$ cat src/rtl/sisc_pkg.sv
// Shared SISC definitions: opcodes, addressing-mode constant, instruction
// register field positions and the fetch-stage state encoding.
package sisc_pkg;

  // Four-bit opcode space of the SISC instruction set
  typedef enum logic [3:0] {
    OP_NOOP = 4'd0,
    OP_LOD  = 4'd1,
    OP_STR  = 4'd2,
    OP_SWP  = 4'd3,
    OP_BRA  = 4'd4,
    OP_BRR  = 4'd5,
    OP_BNE  = 4'd6,
    OP_BNR  = 4'd7,
    OP_ALU  = 4'd8,
    OP_HLT  = 4'd15
  } opcode_e;

  // Immediate addressing mode value carried in the mm field
  localparam logic [3:0] AM_IMM = 4'd8;

  // Instruction register field positions
  localparam int OPC_HI = 31;
  localparam int OPC_LO = 28;
  localparam int MM_HI  = 27;
  localparam int MM_LO  = 24;
  localparam int IMM_HI = 15;
  localparam int IMM_LO = 0;
  localparam int IMM_W  = IMM_HI - IMM_LO + 1;

  // Word loaded into the IR when a fetch times out
  localparam logic [31:0] NOOP_WORD = 32'h0000_0000;

  // Fetch-stage control states
  typedef enum logic {
    ST_IDLE = 1'b0,
    ST_BUSY = 1'b1
  } fetch_state_e;

endpackage

$ cat src/rtl/sisc_pc_next.sv
// Next-PC selection: increment, absolute branch to the zero-extended
// immediate, or relative branch by the sign-extended immediate. All
// arithmetic wraps modulo 2^AW.
module sisc_pc_next
  import sisc_pkg::*;
#(
  parameter int AW = 16
) (
  input  logic [AW-1:0]    pc,
  input  logic [IMM_W-1:0] imm,
  input  logic             pc_sel,
  input  logic             br_sel,
  output logic [AW-1:0]    pc_next
);

  logic signed [AW-1:0] imm_sx;
  logic        [AW-1:0] imm_zx;

  // Extend the immediate both ways, then pick the next PC
  always_comb begin
    imm_sx  = AW'($signed(imm));
    imm_zx  = AW'(imm);
    pc_next = pc + AW'(1);
    if (pc_sel) begin
      if (br_sel) begin
        pc_next = imm_zx;
      end else begin
        pc_next = pc + $unsigned(imm_sx);
      end
    end
  end

endmodule

$ cat src/rtl/sisc_fetch.sv
// SISC instruction-fetch stage. Owns the program counter and the
// instruction register, runs the req/ack fetch handshake with a wait
// timeout, and exposes the decoded IR fields to the control FSM.
module sisc_fetch
  import sisc_pkg::*;
#(
  parameter int AW       = 16,
  parameter int DW       = 32,
  parameter int MAX_WAIT = 15
) (
  input  logic          clk,
  input  logic          rst_f,
  input  logic          pc_rst,
  input  logic          pc_write,
  input  logic          pc_sel,
  input  logic          br_sel,
  input  logic          ir_load,
  output logic          im_req,
  output logic [AW-1:0] im_addr,
  input  logic          im_ack,
  input  logic [DW-1:0] im_data,
  output logic [DW-1:0] ir,
  output logic [3:0]    opcode,
  output logic [3:0]    mm,
  output logic [15:0]   imm,
  output logic [AW-1:0] pc_out,
  output logic          fetch_busy,
  output logic          fetch_err
);

  // Counter must be able to hold MAX_WAIT itself
  localparam int CW = (MAX_WAIT < 2) ? 1 : $clog2(MAX_WAIT + 1);

  fetch_state_e         state_q, state_d;
  logic [CW-1:0]        cnt_q, cnt_d;
  logic [CW-1:0]        cnt_inc;
  logic [AW-1:0]        addr_q, addr_d;
  logic [DW-1:0]        ir_q, ir_d;
  logic [AW-1:0]        pc_q, pc_d;
  logic                 err_q, err_d;
  logic [AW-1:0]        pc_nxt;

  // Next-PC datapath; the immediate operand is always the current IR
  sisc_pc_next #(
    .AW (AW)
  ) u_pc_next (
    .pc      (pc_q),
    .imm     (ir_q[IMM_HI:IMM_LO]),
    .pc_sel  (pc_sel),
    .br_sel  (br_sel),
    .pc_next (pc_nxt)
  );

  // Memory request: issued straight from ir_load in IDLE, held while BUSY.
  // Gated by both resets so an aborted fetch drops the request at once.
  always_comb begin
    im_req  = 1'b0;
    im_addr = pc_q;
    if (rst_f && !pc_rst) begin
      im_req = (state_q == ST_BUSY) || ir_load;
    end
    if (state_q == ST_BUSY) begin
      im_addr = addr_q;
    end
  end

  // Next-state logic for the fetch FSM, wait counter, IR, PC and error flag
  always_comb begin
    state_d = state_q;
    cnt_d   = cnt_q;
    addr_d  = addr_q;
    ir_d    = ir_q;
    pc_d    = pc_q;
    err_d   = err_q;
    cnt_inc = cnt_q + CW'(1);

    if (pc_rst) begin
      // Clear PC and error, abandon any outstanding fetch, keep the IR
      state_d = ST_IDLE;
      cnt_d   = '0;
      pc_d    = '0;
      err_d   = 1'b0;
    end else begin
      if (pc_write) begin
        pc_d = pc_nxt;
      end

      case (state_q)
        ST_IDLE: begin
          if (ir_load) begin
            // Fetch address is the PC before any same-cycle update
            addr_d = pc_q;
            if (im_ack) begin
              ir_d = im_data;
            end else begin
              state_d = ST_BUSY;
              cnt_d   = '0;
            end
          end
        end
        ST_BUSY: begin
          if (im_ack) begin
            ir_d    = im_data;
            state_d = ST_IDLE;
          end else if (cnt_inc == CW'(MAX_WAIT)) begin
            // Memory never answered: substitute a NOOP and flag it
            ir_d    = DW'(NOOP_WORD);
            err_d   = 1'b1;
            state_d = ST_IDLE;
            cnt_d   = '0;
          end else begin
            cnt_d = cnt_inc;
          end
        end
        default: begin
          state_d = ST_IDLE;
        end
      endcase
    end
  end

  // State and datapath registers with asynchronous active-low reset
  always_ff @(posedge clk or negedge rst_f) begin
    if (!rst_f) begin
      state_q <= ST_IDLE;
      cnt_q   <= '0;
      addr_q  <= '0;
      ir_q    <= '0;
      pc_q    <= '0;
      err_q   <= 1'b0;
    end else begin
      state_q <= state_d;
      cnt_q   <= cnt_d;
      addr_q  <= addr_d;
      ir_q    <= ir_d;
      pc_q    <= pc_d;
      err_q   <= err_d;
    end
  end

  assign ir         = ir_q;
  assign opcode     = ir_q[OPC_HI:OPC_LO];
  assign mm         = ir_q[MM_HI:MM_LO];
  assign imm        = ir_q[IMM_HI:IMM_LO];
  assign pc_out     = pc_q;
  assign fetch_busy = (state_q == ST_BUSY);
  assign fetch_err  = err_q;

endmodule

$ cat config.mk
export PLATFORM = sky130hd
export DESIGN_NAME = sisc_fetch
export DESIGN_NICKNAME = d
export VERILOG_FILES = /design/src/rtl/sisc_pkg.sv /design/src/rtl/sisc_pc_next.sv /design/src/rtl/sisc_fetch.sv
export SDC_FILE = /design/constraint.sdc
export NUM_CORES = 1
export LEC_CHECK = 0
export ABC_CLOCK_PERIOD_IN_PS = 2300
export BUFFER_PORTS_ARGS = -buffer_cell sky130_fd_sc_hd__buf_4
export CORE_UTILIZATION = 40
export DETAILED_ROUTE_END_ITERATION = 10
export GPL_ROUTABILITY_DRIVEN = 1
export PLACE_DENSITY_LB_ADDON = 0.2
export SLEW_MARGIN = 15
export SYNTH_ARGS = -nofsm -noshare
export SYNTH_HDL_FRONTEND = slang
export SYNTH_SLANG_ARGS = --single-unit
$ cat constraint.sdc
create_clock -name clk -period 2.3 [get_ports clk]
set_input_delay 0.115 -clock clk [delete_from_list [all_inputs] [get_ports clk]]
set_output_delay 0.115 -clock clk [all_outputs]
set_load 0.05 [all_outputs]
-- Yosys cells after proc, flatten, opt, wreduce, memory -nomap -nowiden
Cells that the tools add are included.
- word-level logic and storage cells: 56
- latch bits: 0
- memory bits (writable): 0
- input port bits: 40
- memories kept: 0
- ROM bits: 0
- flip-flop bits (word level): 70
- output and inout bits: 91
- shift-type cells: 0
- bitwise gates (word level): 2
- eq/ne operators: 8
- reduce and logical (&&, ||, !) cells: 10
- multiply operators: 0
- $add $sub $neg: 3
- divide/modulo/power cells: 0
- magnitude comparators: 0
- mux-type cells: 27
- operator list (kind ; number):
    $mux 32 ; 4
    $mux 16 ; 5
    $pmux 32 s2 ; 1
    $mux 4 ; 5
    $add 16x1->16 const B ; 1
    $add 16x16->16 ; 1
    $mux 1 ; 10
    $ne 3x3->1 const B ; 3
    $reduce_and 3->1 ; 3
    $pmux 4 s2 ; 1
    $ne 2x2->1 const B ; 3
    $reduce_bool 2->1 ; 3
    $add 4x1->4 const B ; 1
    $eq 4x4->1 const B ; 1
    $reduce_and 4->1 ; 1
    $ne 3x2->1 const B ; 1
    $not 1->1 ; 2
    $pmux 1 s2 ; 1
    $logic_and 1x1->1 ; 1
    $logic_not 1->1 ; 1
    $logic_or 1x1->1 ; 1

-- Longest topological paths before layout
- word-level depth: 6
- depth in mapped cells: 9
- depth with buffers taken out: 9

-- Hierarchy
Synthesis repeated with hierarchy kept, for this count alone.
- cell total of the unflattened synthesis: 494
- area total of the unflattened synthesis: 4619.4 um^2
- by module, submodules not included (module ; times used ; area an instance (um^2) ; cells each ; seq. area each (um^2)):
    sisc_fetch ; 1 ; 3296.9 ; 316 ; 1751.7
    sisc_pc_next ; 1 ; 1322.5 ; 178 ; 0.0

-- Worst setup path before layout
Ideal clock, no wire load.
- kind: reg2reg
- start: register pc_q[0], in the netlist pc_out[0]
- end: register pc_q[14], in the netlist pc_out[14]
- setup time: 0.104 ns
- stages on the path, launching flop included: 10
- arrival time: 2.548 ns
- clock period less this slack: 2.652 ns
- path buffers: 0
- slack: -0.352 ns
- cell sequence: dfrtp_1 > ha_1 > inv_1 > fa_1 > and2b_1 > o2111ai_2 > a21oi_2 > and4_4 > nor4_1 > o41ai_2
- longest elaborated chain between the ends: 5
- elaborated cells between the ends (all ways): 6
- ends and longest elaborated chain (item ; RTL line ; source):
    from (decl) ; sisc_fetch.sv:39 ; logic [AW-1:0] pc_q, pc_d;
    from (signal assigned) ; sisc_fetch.sv:136 ; pc_q <= pc_d;
    $add 16x16->16 ; sisc_pc_next.sv:28 ; pc_next = pc + $unsigned(imm_sx);
    $mux 16 ; sisc_pc_next.sv:25 ; if (br_sel) begin
    $mux 16 (*) ; sisc_pc_next.sv:24 ; if (pc_sel) begin
    $mux 16 (*) ; sisc_fetch.sv:84 ; if (pc_write) begin
    $mux 16 (*) ; sisc_fetch.sv:77 ; if (pc_rst) begin
Every way passes the cells marked *; elsewhere a longest branch is shown, timed or not. The select of a mux whose other input is x is not followed.
A chain may end at the register's enable or synchronous reset.

-- Worst setup path in the final report
Ends and elaborated chain as after synthesis.

==> impl_results.md <==
* Run status: finished, violations left
* Violations in the final reports: setup timing
* Number of buffers between clock root and the deepest sink at 2
* Arr. time, crit path at 2.59 ns
* Final setup slack of the worst path at -0.0266 ns
* Finish-stage setup viols at 2
* Clock tree root driver cell: clkbuf_8
* Global route total overflow at 0
* Die W at 108 microns
* Met3 routed WL at 814 microns
* Number of enable-type register cells in the synthesized netlist at 0
* Post-synthesis instance area at 4460 sq um
* Post-placement setup slack at -0.0232 ns
* Cell count after placement at 696
* Number of maximum-capacitance violations at 0
* Antenna violations before repair at 0
* Actual slew at the worst max-slew pin at 0.971 ns
* Worst clock skew on the final layout at 0.00741 ns
* Tot GR Track Use at 22.8%
* Total I/O pin count at 131
* Sequential cell area fraction in the yosys report at 39.3%
* Wire length per cell after detailed routing at 16.7 microns
* Biggest area contributors in the synthesized netlist: dfrtp_1 (39%), mux2_2 (7.6%), a22o_1 (6.3%)
* Post-synthesis instance total at 449
* Share of final-layout standard cells stronger than drive strength 1 at 39.2%
* Net count reported at finish at 663
* Pwr Total at 4.97 mW
* Most used flip-flop cell after synthesis: dfrtp_1
* Maximum number of pins on one net before global-route repair at 42
* Worst hold-check path type: input port to flop
* Met2 routed WL at 5770 microns
* Sequence of cells on the critical path: ha_4, inv_4, fa_2, and2b_1, o2111ai_2, a21oi_2, and4_4, o31a_1, o41ai_2
* Master of the slowest instance on the critical path: dfrtp_4
* Worst path required time at 2.56 ns
* WS Path Type: flop to flop
* Final HPWL DP at 8740 microns
* Routed wire length at 12500 microns
* Final hold vios at 0
* Max incr delay on CP at 0.49 ns
* Routed via count at 4081
* Highest metal layer used by the detailed router: met4
* Most common library cell in the layout ignoring fill and taps: buf_4
* Fraction of post-synthesis cell area in the top cell type by area at 39.3%
* Cell type with the largest total area after synthesis: dfrtp_1
* Total CTS buffers at 9
* Core Region at 10800 sq um
* Number of standard cells in the layout, taps in and fillers out at 749
* Post-Route Setup TNS at -0.0375 ns
* Global-route wire length before repair at 20200 microns
* Post-Layout Inst Area at 6150 sq um
* Vertical die dimension at 108 microns
* Areal power density over the cells at 808 nW/um^2
* Num Clock Sinks at 70
* Sort of element at the start of the critical path: flop
* Total cell area at the placement stage at 5560 sq um
* Final routed DRC violation total at 0
* Number of DRC markers in iteration 0 at 273
* Area growth from synthesis to final layout at 37.9%
* Drt via density at 5.45
* Synth async-reset ratio at 100%
* Type of element capturing the critical path: flop
* Share of the cycle needed by the critical path after routing at 101%
* Number of port buffers at 130
* Setup repair after global routing missed its margin: true
* Total Die Area at 11600 sq um
* Static leakage at 3.01 nW
* Commonest cells after routing, fill and taps aside: buf_4 (161), dfrtp_1 (65), dlygate4sd3_1 (34)
* Net Count, Synth at 508
* Avg Synthesized Cell Area at 9.93 sq um
* Final Slew Violations at 0
* Number of antenna-violating nets in the routed design at 0
* Warning count from the yosys run at 0
* Clock tree from TritonCTS: done
* Yosys reg bits at 70
* Starting Density at 41.1%
* Routed length on met1 at 5720 microns
* Worst slew slack as a fraction of its limit at 34.9%
* Crit path time final at 2.33 ns
* FMAX at 0.430 GHz
* Number of detailed-route iterations in the first pass at 5
* Count of different cell masters after synthesis at 72
* CTS clock-pin slew for the worst setup and hold paths at 0.08 ns
* Antenna diode count at 0
* Largest fanout of any net on the critical path at 4
* H-Tree Level Count at 3
* Largest vdd supply drop at 0.397 mV
* Source-to-sink clock delay at the later pin of the worst-skew pair at 0.36 ns
* Fill cell total of the finished layout at 966
* Vias in the first global route at 3929
* Num rows at 38
* Global placement routability congestion at 0.948
## synthesized netlist by cell type (3+ instances only)
cell,count
dfrtp_1,70
a22o_1,32
mux2_2,30
nand2_1,30
buf_4,25
a21oi_1,24
o21ai_0,23
ha_1,18
nor2_1,18
clkbuf_1,15
inv_1,12
a21o_1,10
nand3_1,10
buf_2,9
nor3_1,8
a31oi_1,7
nand4_1,6
xnor2_1,6
mux2i_1,5
nand2b_1,5
nor2b_1,5
o21a_1,5
xor2_1,5
and3_1,4
a211oi_1,3
o21ai_1,3
## worst max-delay path, delay by kind of cell (launching register included)
kind | cells | cell delay (ns)
AOI/OAI and AO/OA | 4 | 0.91
DFF | 1 | 0.49
and+or+nand+nor | 2 | 0.40
adders and majority gates | 2 | 0.38
buffers and inverters | 1 | 0.05
## path summary, 6_finish.rpt
kind | start | end | slack (ns) | cells past startpoint
setup / recovery | pc_out[0]$_DFFE_PN0P_ | pc_out[14]$_DFFE_PN0P_ | -0.03 | 9
hold / removal | pc_sel | pc_out[3]$_DFFE_PN0P_ | 0.20 | 3
max in group asynchronous | rst_f | pc_out[0]$_DFFE_PN0P_ | 1.48 | 3
min in group asynchronous | rst_f | ir[1]$_DFFE_PN0P_ | 0.38 | 3
hold reg to reg | ir[18]$_DFFE_PN0P_ | ir[18]$_DFFE_PN0P_ | 0.50 | 1
setup reg to reg | pc_out[0]$_DFFE_PN0P_ | pc_out[14]$_DFFE_PN0P_ | -0.03 | 9
## layer usage
layer  track usage (%)  vias up
li1                  -     1963
met1              30.9     1977
met2              35.3      127
met3              5.57       14
met4              7.83        0
met5                 0        -
## state kept, by name, indices dropped and copies added (netlist names)
register,cells
ir,32
pc_out,16
addr_q,16
fetch_busy,1
fetch_err,1
cnt_q,4
## layout make-up
class	instances	area, sq um	share of cell area [%]
tap	140	175	2.85
clock inverter	6	63.8	1.04
sequential	70	1760	28.6
inverter	12	47.5	0.773
timing repair buffer	195	1550	25.2
multi-input combinational	316	2430	39.5
clock buffer	10	128	2.08
## cell families after synthesis
group / after synthesis / share of synthesized area (%)
AO/OA/AOI/OAI: 145 / 23.7
multiplexers: 35 / 8.70
buffers and inverters: 63 / 7.66
adder cells (fa/ha/maj): 19 / 5.50
flip-flops: 70 / 39.3
AND/OR/NAND/NOR: 106 / 13.0
XOR/XNOR: 11 / 2.16
## where the power goes
| group | internal, mW | total [mW] | leakage, nW | switching, mW |
|---|---|---|---|---|
| clock | 0.498 | 0.992 | 0.0923 | 0.494 |
| sequential | 1.41 | 1.57 | 0.889 | 0.163 |
| combinational | 0.845 | 2.40 | 2.03 | 1.56 |
## metrics by stage
step                utilization, %  hold slack, ns
detailed placement            51.2           0.221
floorplan                        -          -0.181
finish                        56.7           0.201
global placement              51.2           0.227
global route                  56.7           0.227
CTS                           56.3           0.184
## repair_timing
item / in CTS / in global routing
pin swaps: 1 / 13
setup buffers: 1 / 2
endpoints found under the hold margin: 103 / 0
resized for setup: 2 / 10
setup endpoints to repair: 1 / 6
hold buffers: 34 / 0
No activity file was read; power rests on OpenSTA's default activity.
